===== src/rtl/tcdm_arb_pkg.sv =====
// Shared types for the TCDM bank round-robin arbiter: port index type,
// INIT/RUN state encoding and a reference round-robin pick helper sized
// for the default four-port configuration.
package tcdm_arb_pkg;

    localparam int unsigned DefNbPorts = 4;
    localparam int unsigned IdxWidth   = $clog2(DefNbPorts);

    typedef logic [IdxWidth-1:0] idx_t;

    typedef enum logic {
        INIT = 1'b0,
        RUN  = 1'b1
    } arb_state_e;

    // First requester at or above ptr, wrapping at DefNbPorts-1 -> 0.
    // Returns 0 when nothing is requesting.
    function automatic idx_t rr_pick(input logic [DefNbPorts-1:0] req, input idx_t ptr);
        idx_t              pick;
        logic              found;
        logic [IdxWidth:0] cand;
        pick  = {IdxWidth{1'b0}};
        found = 1'b0;
        for (int i = 0; i < DefNbPorts; i++) begin
            cand = {1'b0, ptr} + (IdxWidth+1)'(i);
            if (cand >= (IdxWidth+1)'(DefNbPorts)) begin
                cand = cand - (IdxWidth+1)'(DefNbPorts);
            end else begin
                cand = cand;
            end
            if (!found && req[cand[IdxWidth-1:0]]) begin
                pick  = cand[IdxWidth-1:0];
                found = 1'b1;
            end else begin
                found = found;
            end
        end
        return pick;
    endfunction

endpackage


===== src/rtl/tcdm_rr_picker.sv =====
// Combinational round-robin priority selector. Searches from ptr_i upward,
// wrapping at NbPorts-1 -> 0, and returns the first requester as a one-hot
// grant plus its index. Works for any NbPorts >= 2, power of two or not.
module tcdm_rr_picker #(
    parameter int unsigned NbPorts = 4,
    parameter int unsigned IdxW    = $clog2(NbPorts)
) (
    input  logic [NbPorts-1:0] req_i,
    input  logic [IdxW-1:0]    ptr_i,
    output logic [NbPorts-1:0] gnt_o,
    output logic [IdxW-1:0]    idx_o,
    output logic               valid_o
);

    localparam int unsigned CandW = IdxW + 1;

    logic [CandW-1:0] cand_s;

    // Rotating priority search; the first hit from the pointer wins.
    always_comb begin
        gnt_o   = {NbPorts{1'b0}};
        idx_o   = {IdxW{1'b0}};
        valid_o = 1'b0;
        cand_s  = {CandW{1'b0}};
        for (int i = 0; i < NbPorts; i++) begin
            cand_s = {1'b0, ptr_i} + CandW'(i);
            if (cand_s >= CandW'(NbPorts)) begin
                cand_s = cand_s - CandW'(NbPorts);
            end else begin
                cand_s = cand_s;
            end
            if (!valid_o && req_i[cand_s[IdxW-1:0]]) begin
                gnt_o[cand_s[IdxW-1:0]] = 1'b1;
                idx_o                   = cand_s[IdxW-1:0];
                valid_o                 = 1'b1;
            end else begin
                valid_o = valid_o;
            end
        end
    end

endmodule


===== src/rtl/tcdm_bank_rr_arbiter.sv =====
// Shares one single-port, 1-cycle-latency TCDM bank between NbPorts
// requesters. Same-cycle round-robin grant, response valid one cycle after
// the grant, saturating arbitration-conflict counter.
// Optional macro TCDM_BANK_ARB_INIT_EN: after reset the bank is zero-filled
// (one word per cycle) before requesters are served; without it the bank is
// usable straight out of reset.
module tcdm_bank_rr_arbiter
    import tcdm_arb_pkg::*;
#(
    parameter int unsigned NbPorts   = 4,
    parameter int unsigned BankSize  = 256,
    parameter int unsigned DataWidth = 32,
    parameter int unsigned AddrWidth = 32,
    parameter int unsigned BeWidth   = DataWidth / 8,
    parameter int unsigned CntWidth  = 16
) (
    input  logic                           clk_i,
    input  logic                           rst_ni,
    input  logic [NbPorts-1:0]             req_i,
    output logic [NbPorts-1:0]             gnt_o,
    input  logic [NbPorts*AddrWidth-1:0]   add_i,
    input  logic [NbPorts-1:0]             wen_i,
    input  logic [NbPorts*DataWidth-1:0]   data_i,
    input  logic [NbPorts*BeWidth-1:0]     be_i,
    output logic [NbPorts-1:0]             r_valid_o,
    output logic [DataWidth-1:0]           r_data_o,
    output logic                           bank_req_o,
    output logic                           bank_we_o,
    output logic [$clog2(BankSize)-1:0]    bank_addr_o,
    output logic [DataWidth-1:0]           bank_wdata_o,
    output logic [BeWidth-1:0]             bank_be_o,
    input  logic [DataWidth-1:0]           bank_rdata_i,
    input  logic                           cnt_clr_i,
    output logic [CntWidth-1:0]            conflicts_o,
    output logic                           init_done_o
);

    localparam int unsigned PortIdxW  = $clog2(NbPorts);
    localparam int unsigned BankAddrW = $clog2(BankSize);

    logic                 run_s;
    logic [BankAddrW-1:0] init_addr_s;

    logic [PortIdxW-1:0]  ptr_q, ptr_d;
    logic [PortIdxW-1:0]  win_idx_s;
    logic [NbPorts-1:0]   pick_gnt_s;
    logic                 pick_valid_s;
    logic [NbPorts-1:0]   gnt_s;
    logic [NbPorts-1:0]   r_valid_q, r_valid_d;
    logic                 multi_req_s;
    logic [CntWidth-1:0]  cnt_q, cnt_d;

    logic                 sel_wen_s;
    logic [BankAddrW-1:0] sel_addr_s;
    logic [DataWidth-1:0] sel_wdata_s;
    logic [BeWidth-1:0]   sel_be_s;

    // Only the word-address bits of add_i reach the bank.
    logic                 unused_addr_s;
    assign unused_addr_s = ^add_i;

`ifdef TCDM_BANK_ARB_INIT_EN
    arb_state_e           state_q, state_d;
    logic [BankAddrW-1:0] init_addr_q, init_addr_d;

    // INIT/RUN state and zero-fill address registers.
    always_ff @(posedge clk_i or negedge rst_ni) begin
        if (!rst_ni) begin
            state_q     <= INIT;
            init_addr_q <= {BankAddrW{1'b0}};
        end else begin
            state_q     <= state_d;
            init_addr_q <= init_addr_d;
        end
    end

    // Walk every word once, then hand the bank to the requesters for good.
    always_comb begin
        state_d     = state_q;
        init_addr_d = init_addr_q;
        case (state_q)
            INIT: begin
                if (init_addr_q == BankAddrW'(BankSize - 1)) begin
                    state_d     = RUN;
                    init_addr_d = {BankAddrW{1'b0}};
                end else begin
                    state_d     = INIT;
                    init_addr_d = init_addr_q + BankAddrW'(1);
                end
            end
            RUN: begin
                state_d     = RUN;
                init_addr_d = {BankAddrW{1'b0}};
            end
            default: begin
                state_d     = INIT;
                init_addr_d = {BankAddrW{1'b0}};
            end
        endcase
    end

    assign run_s       = (state_q == RUN);
    assign init_addr_s = init_addr_q;
`else
    assign run_s       = 1'b1;
    assign init_addr_s = {BankAddrW{1'b0}};
`endif

    tcdm_rr_picker #(
        .NbPorts (NbPorts),
        .IdxW    (PortIdxW)
    ) i_picker (
        .req_i   (req_i),
        .ptr_i   (ptr_q),
        .gnt_o   (pick_gnt_s),
        .idx_o   (win_idx_s),
        .valid_o (pick_valid_s)
    );

    // Two or more simultaneous requests: clearing the lowest set bit leaves something.
    assign multi_req_s = |(req_i & (req_i - NbPorts'(1)));

    assign gnt_s = run_s ? pick_gnt_s : {NbPorts{1'b0}};

    // Payload of the current winner.
    always_comb begin
        sel_wen_s   = 1'b1;
        sel_addr_s  = {BankAddrW{1'b0}};
        sel_wdata_s = {DataWidth{1'b0}};
        sel_be_s    = {BeWidth{1'b0}};
        for (int p = 0; p < NbPorts; p++) begin
            if (win_idx_s == PortIdxW'(p)) begin
                sel_wen_s   = wen_i[p];
                sel_addr_s  = add_i[p*AddrWidth+2 +: BankAddrW];
                sel_wdata_s = data_i[p*DataWidth +: DataWidth];
                sel_be_s    = be_i[p*BeWidth +: BeWidth];
            end else begin
                sel_wen_s = sel_wen_s;
            end
        end
    end

    // Bank port: zero-fill writes during INIT, the winner's access during RUN.
    always_comb begin
        if (!run_s) begin
            bank_req_o   = 1'b1;
            bank_we_o    = 1'b1;
            bank_addr_o  = init_addr_s;
            bank_wdata_o = {DataWidth{1'b0}};
            bank_be_o    = {BeWidth{1'b1}};
        end else begin
            bank_req_o   = pick_valid_s;
            bank_we_o    = ~sel_wen_s;
            bank_addr_o  = sel_addr_s;
            bank_wdata_o = sel_wdata_s;
            bank_be_o    = sel_be_s;
        end
    end

    // Pointer moves past the winner on every grant and holds otherwise.
    always_comb begin
        if (run_s && pick_valid_s) begin
            if (win_idx_s == PortIdxW'(NbPorts - 1)) begin
                ptr_d = {PortIdxW{1'b0}};
            end else begin
                ptr_d = win_idx_s + PortIdxW'(1);
            end
        end else begin
            ptr_d = ptr_q;
        end
    end

    // Response valid is the grant delayed by the bank's one-cycle latency.
    always_comb begin
        r_valid_d = gnt_s;
    end

    // Conflict counter: clear beats increment, saturates at all-ones.
    always_comb begin
        if (cnt_clr_i) begin
            cnt_d = {CntWidth{1'b0}};
        end else if (run_s && multi_req_s && (cnt_q != {CntWidth{1'b1}})) begin
            cnt_d = cnt_q + CntWidth'(1);
        end else begin
            cnt_d = cnt_q;
        end
    end

    // Arbiter state registers.
    always_ff @(posedge clk_i or negedge rst_ni) begin
        if (!rst_ni) begin
            ptr_q     <= {PortIdxW{1'b0}};
            r_valid_q <= {NbPorts{1'b0}};
            cnt_q     <= {CntWidth{1'b0}};
        end else begin
            ptr_q     <= ptr_d;
            r_valid_q <= r_valid_d;
            cnt_q     <= cnt_d;
        end
    end

    assign gnt_o       = gnt_s;
    assign r_valid_o   = r_valid_q;
    assign r_data_o    = bank_rdata_i;
    assign conflicts_o = cnt_q;
    assign init_done_o = run_s;

endmodule

===== config.mk =====
export PLATFORM = sky130hd
export DESIGN_NAME = tcdm_bank_rr_arbiter
export DESIGN_NICKNAME = d
export VERILOG_FILES = /design/src/rtl/tcdm_arb_pkg.sv /design/src/rtl/tcdm_rr_picker.sv /design/src/rtl/tcdm_bank_rr_arbiter.sv
export SDC_FILE = /design/constraint.sdc
export NUM_CORES = 1
export LEC_CHECK = 0
export CAP_MARGIN = 20
export CORE_AREA = 2 2 163 165
export CTS_CLUSTER_DIAMETER = 30
export DETAILED_ROUTE_END_ITERATION = 10
export DIE_AREA = 0 0 165 167
export PLACE_DENSITY = 0.44
export SYNTH_ARGS = -nofsm -noshare
export SYNTH_HDL_FRONTEND = slang
export SYNTH_SLANG_ARGS = --single-unit
export TNS_END_PERCENT = 100

===== constraint.sdc =====
create_clock -name clk_i -period 4.7 [get_ports clk_i]
set_input_delay 0.47 -clock clk_i [delete_from_list [all_inputs] [get_ports clk_i]]
set_output_delay 0.47 -clock clk_i [all_outputs]
set_load 0.01 [all_outputs]

==> run summary, run 1 <==
outcome: completed
synthesized area: 0.00336 mm^2
Post-synth ARST share: 1.00
GR Util All Layers: 0.106
Seq cells post-synth: 22
via density per instance: 4.04
IO Port Bufs: 256
CTS tree: yes
DR vias: 4242
RSZ-0062 raised after global routing: no
Root Buffer: clkbuf_16
reg2reg path depth: 10
Synth top cells by count: 99 x nand2_1, 92 x a21oi_1, 51 x o21ai_0
routed len/inst: 15.6 um
CP max stage delay: 620 ps
die width: 165 um
Area contributors post-synth: dfrtp_1 16%, a21oi_1 14%, nand2_1 11%, nand3b_1 9.4%, buf_4 7.8%
crit path max fanout: 36
CP Data Required Time: 4230 ps
H-tree depth: 1
crit path DAT: 3980 ps
Clk pin slew, worst setup/hold paths: 60 ps
antenna-violating nets left: 0
Area growth syn-to-layout: 87.3%
post-route cell area: 0.00630 mm^2
Synth Warn #: 0
worst hold endpoint: conflicts_o[10]
Synth Flop Type: dfrtp_1
TritonCTS Buffers: 3
Slew HR: 0.487
Worst VDD drop: 277 uV
hold buffer count at cts: 0
Place WS: 130 ps
most frequent cell after synthesis: nand2_1
row cnt: 59
CP startpoint kind: register
Setup CP Type: register to output pin
Cells after Synth: 508
Synth top area share: 0.164
Netlist cell types: 61
Leak: 2.23 nW
hold path start: conflicts_o[10]
Floorplan Core Area: 0.0258 mm^2
fin crit period: 4450 ps
final core utilization: 0.244
HPWL after detailed placement: 12900 um
syn_nets: 836
Die Span Y: 167 um
adder-cell area share of the yosys netlist: 0.0514
routed wire length: 16400 um
DR iter-0 viols: 196
Longest Clk Path Bufs: 2
worst reg-to-reg setup slack: 1700 ps
Fmax: 0.225 GHz
Hold Crit Class: register to register
TNS Setup: 0 ps
main combinational cell family by area after synthesis: simple AND/OR/NAND/NOR gates
WP buf/inv: 3
largest net degree at the start of global routing: 75
Synth Area in Compound Gates: 0.284
GP Congestion: 0.796
Final Power: 0.00389 W
worst-path cell chain: inv_1 > ha_2 > mux4_2 > nor2b_1 > nor2_2 > o21ba_2 > ha_2 > buf_12 > nand3b_1 > a21oi_1 > a21oi_1 > o21ai_0 > clkdlybuf4s50_1
remaining global-route overflow: 0
DP Area: 0.00612 mm^2
area leader, netlist: dfrtp_1
Layout fillers: 2874
Post-synth EDFFs: 0
Post-Syn Area per Cell: 6.62 um^2
Sink Count: 22
Max Cap Viol: 0
pwr dens: 617 mW/mm^2
reg2reg start: ptr_q[1]
Worst path slowest cell: clkdlybuf4s50_1
Max Clock Skew: 6.25 ps
layout cell share with drive strength beyond 1: 0.0658
vias in the first global route: 4102
Pins Over Slew Limit: 0
Starting Density: 0.130
Worst Tran Pin Value: 767 ps
Worst setup EP type: output pin
first-pass GRT wire length: 23400 um
Synth Area in Simple Gates: 0.304
Seq/Total Area, Yosys: 0.164
fin nets: 1043
# IOs: 418
delay-heaviest family, CP: buffers and inverters
DIE AREA: 0.0276 mm^2
Synth Area in XOR/XNOR: 0.0234
worst hold path stage count: 2
worst reg2reg endpoint: ptr_q[0]
drt pass-1 iters: 4
Setup Viol. Count Final: 0
final worst path period share: 0.947
# diodes: 0
proportion of synthesized area in mux cells: 0.0324
worst skew pair latency: 260 ps
initial antenna violation count: 0
final hold vios: 0
slack of the critical path: 250 ps
drt drc: 0
worst reg2reg max path: stages, from the launching register on:
cell	delay, ps
dfrtp_1	370
inv_1	210
ha_2	370
mux4_2	400
nor2b_1	410
nor2_2	110
o21bai_2	200
ha_2	370
buf_4	250
a211oi_1	90
o21a_1	110
sequential cells by signal, indices dropped and copies added (netlist names):
register,flops
ptr_q,2
r_valid_o,4
conflicts_o,16
timing repair:
action / in CTS / in global routing
endpoints found under the setup margin: 0 / 36
buffers inserted: 0 / 1
gates resized for setup: 0 / 6
metrics by stage:
stage | cells | hold WS [ps]
floorplan | 508 | 174
global placement | 1042 | 555
detailed placement | 1042 | 558
CTS | 1046 | 571
global route | 1049 | 618
finish | 1049 | 572
worst max-delay path by stage:
stage / from / endpoint / slack [ps] / depth (start not counted)
after floorplan: ptr_q[0] / bank_wdata_o[26] / 690 / 15
final: ptr_q[1] / bank_wdata_o[1] / 250 / 13
after global routing: ptr_q[1] / bank_wdata_o[1] / 10 / 13
after CTS: req_i[3] / bank_wdata_o[2] / 120 / 13
after global placement: req_i[3] / bank_wdata_o[2] / 110 / 13
after detailed placement: req_i[3] / bank_wdata_o[2] / 130 / 13
routing by layer:
layer	GRT usage	vias up	share of wire
met5	0	-	0
met4	0.0125	0	0.0048
met3	0.0291	6	0.084
met2	0.194	199	0.50
met1	0.127	1885	0.41
li1	-	2152	-
layout by cell type (no fill, tap or decap), types with 2 or more instances in the layout:
cell	count
nand3b_1	42
a222oi_1	3
nor2b_1	2
nand2_1	99
inv_1	7
clkdlybuf4s50_1	256
dfrtp_1	22
nor3_1	3
buf_4	16
ha_2	3
nand3_1	5
a22oi_1	3
o211ai_1	5
or3_1	3
o2111ai_1	3
ha_4	2
ha_1	8
o21ai_0	51
buf_12	4
nor2_1	23
mux2i_1	5
xor2_1	8
nand4_1	2
nand2b_1	2
clkbuf_16	4
nor3b_1	2
a221oi_1	2
o21a_1	2
a21oi_1	92
logic make-up (layout without fill, tap and decap cells):
group | count (synthesis) | in the layout
AOI/OAI and AO/OA | 171 | 171
xor gates and xnor gates | 9 | 9
adders and majority gates | 14 | 14
buffers and inverters | 84 | 290
DFF | 22 | 22
muxes | 9 | 9
other | 1 | 1
and+or+nand+nor | 198 | 198
area by class of cell:
type                    count  area, um^2  area share
multi-input cells         402        2380       0.378
flip-flops and latches     22         551      0.0874
well taps                 335         419      0.0665
clock buffers               4        88.8      0.0141
repair buffers            279        2830       0.449
inverters                   7        26.3     0.00417
power by group:
part | internal [W] | total, W | switching [W]
Sequential | 0.000216 | 0.000228 | 0.0000125
Combinational | 0.00173 | 0.00346 | 0.00173
Clock | 0.000130 | 0.000200 | 0.0000695
No activity file was read; power rests on OpenSTA's default activity.
==> inputs of run 2 (changes only) <==
Settings changed: HOLD_SLACK_MARGIN set to 0.15.
==> results of run 2 <==
Final layout, timing and power as in run 1 (identical DEF).
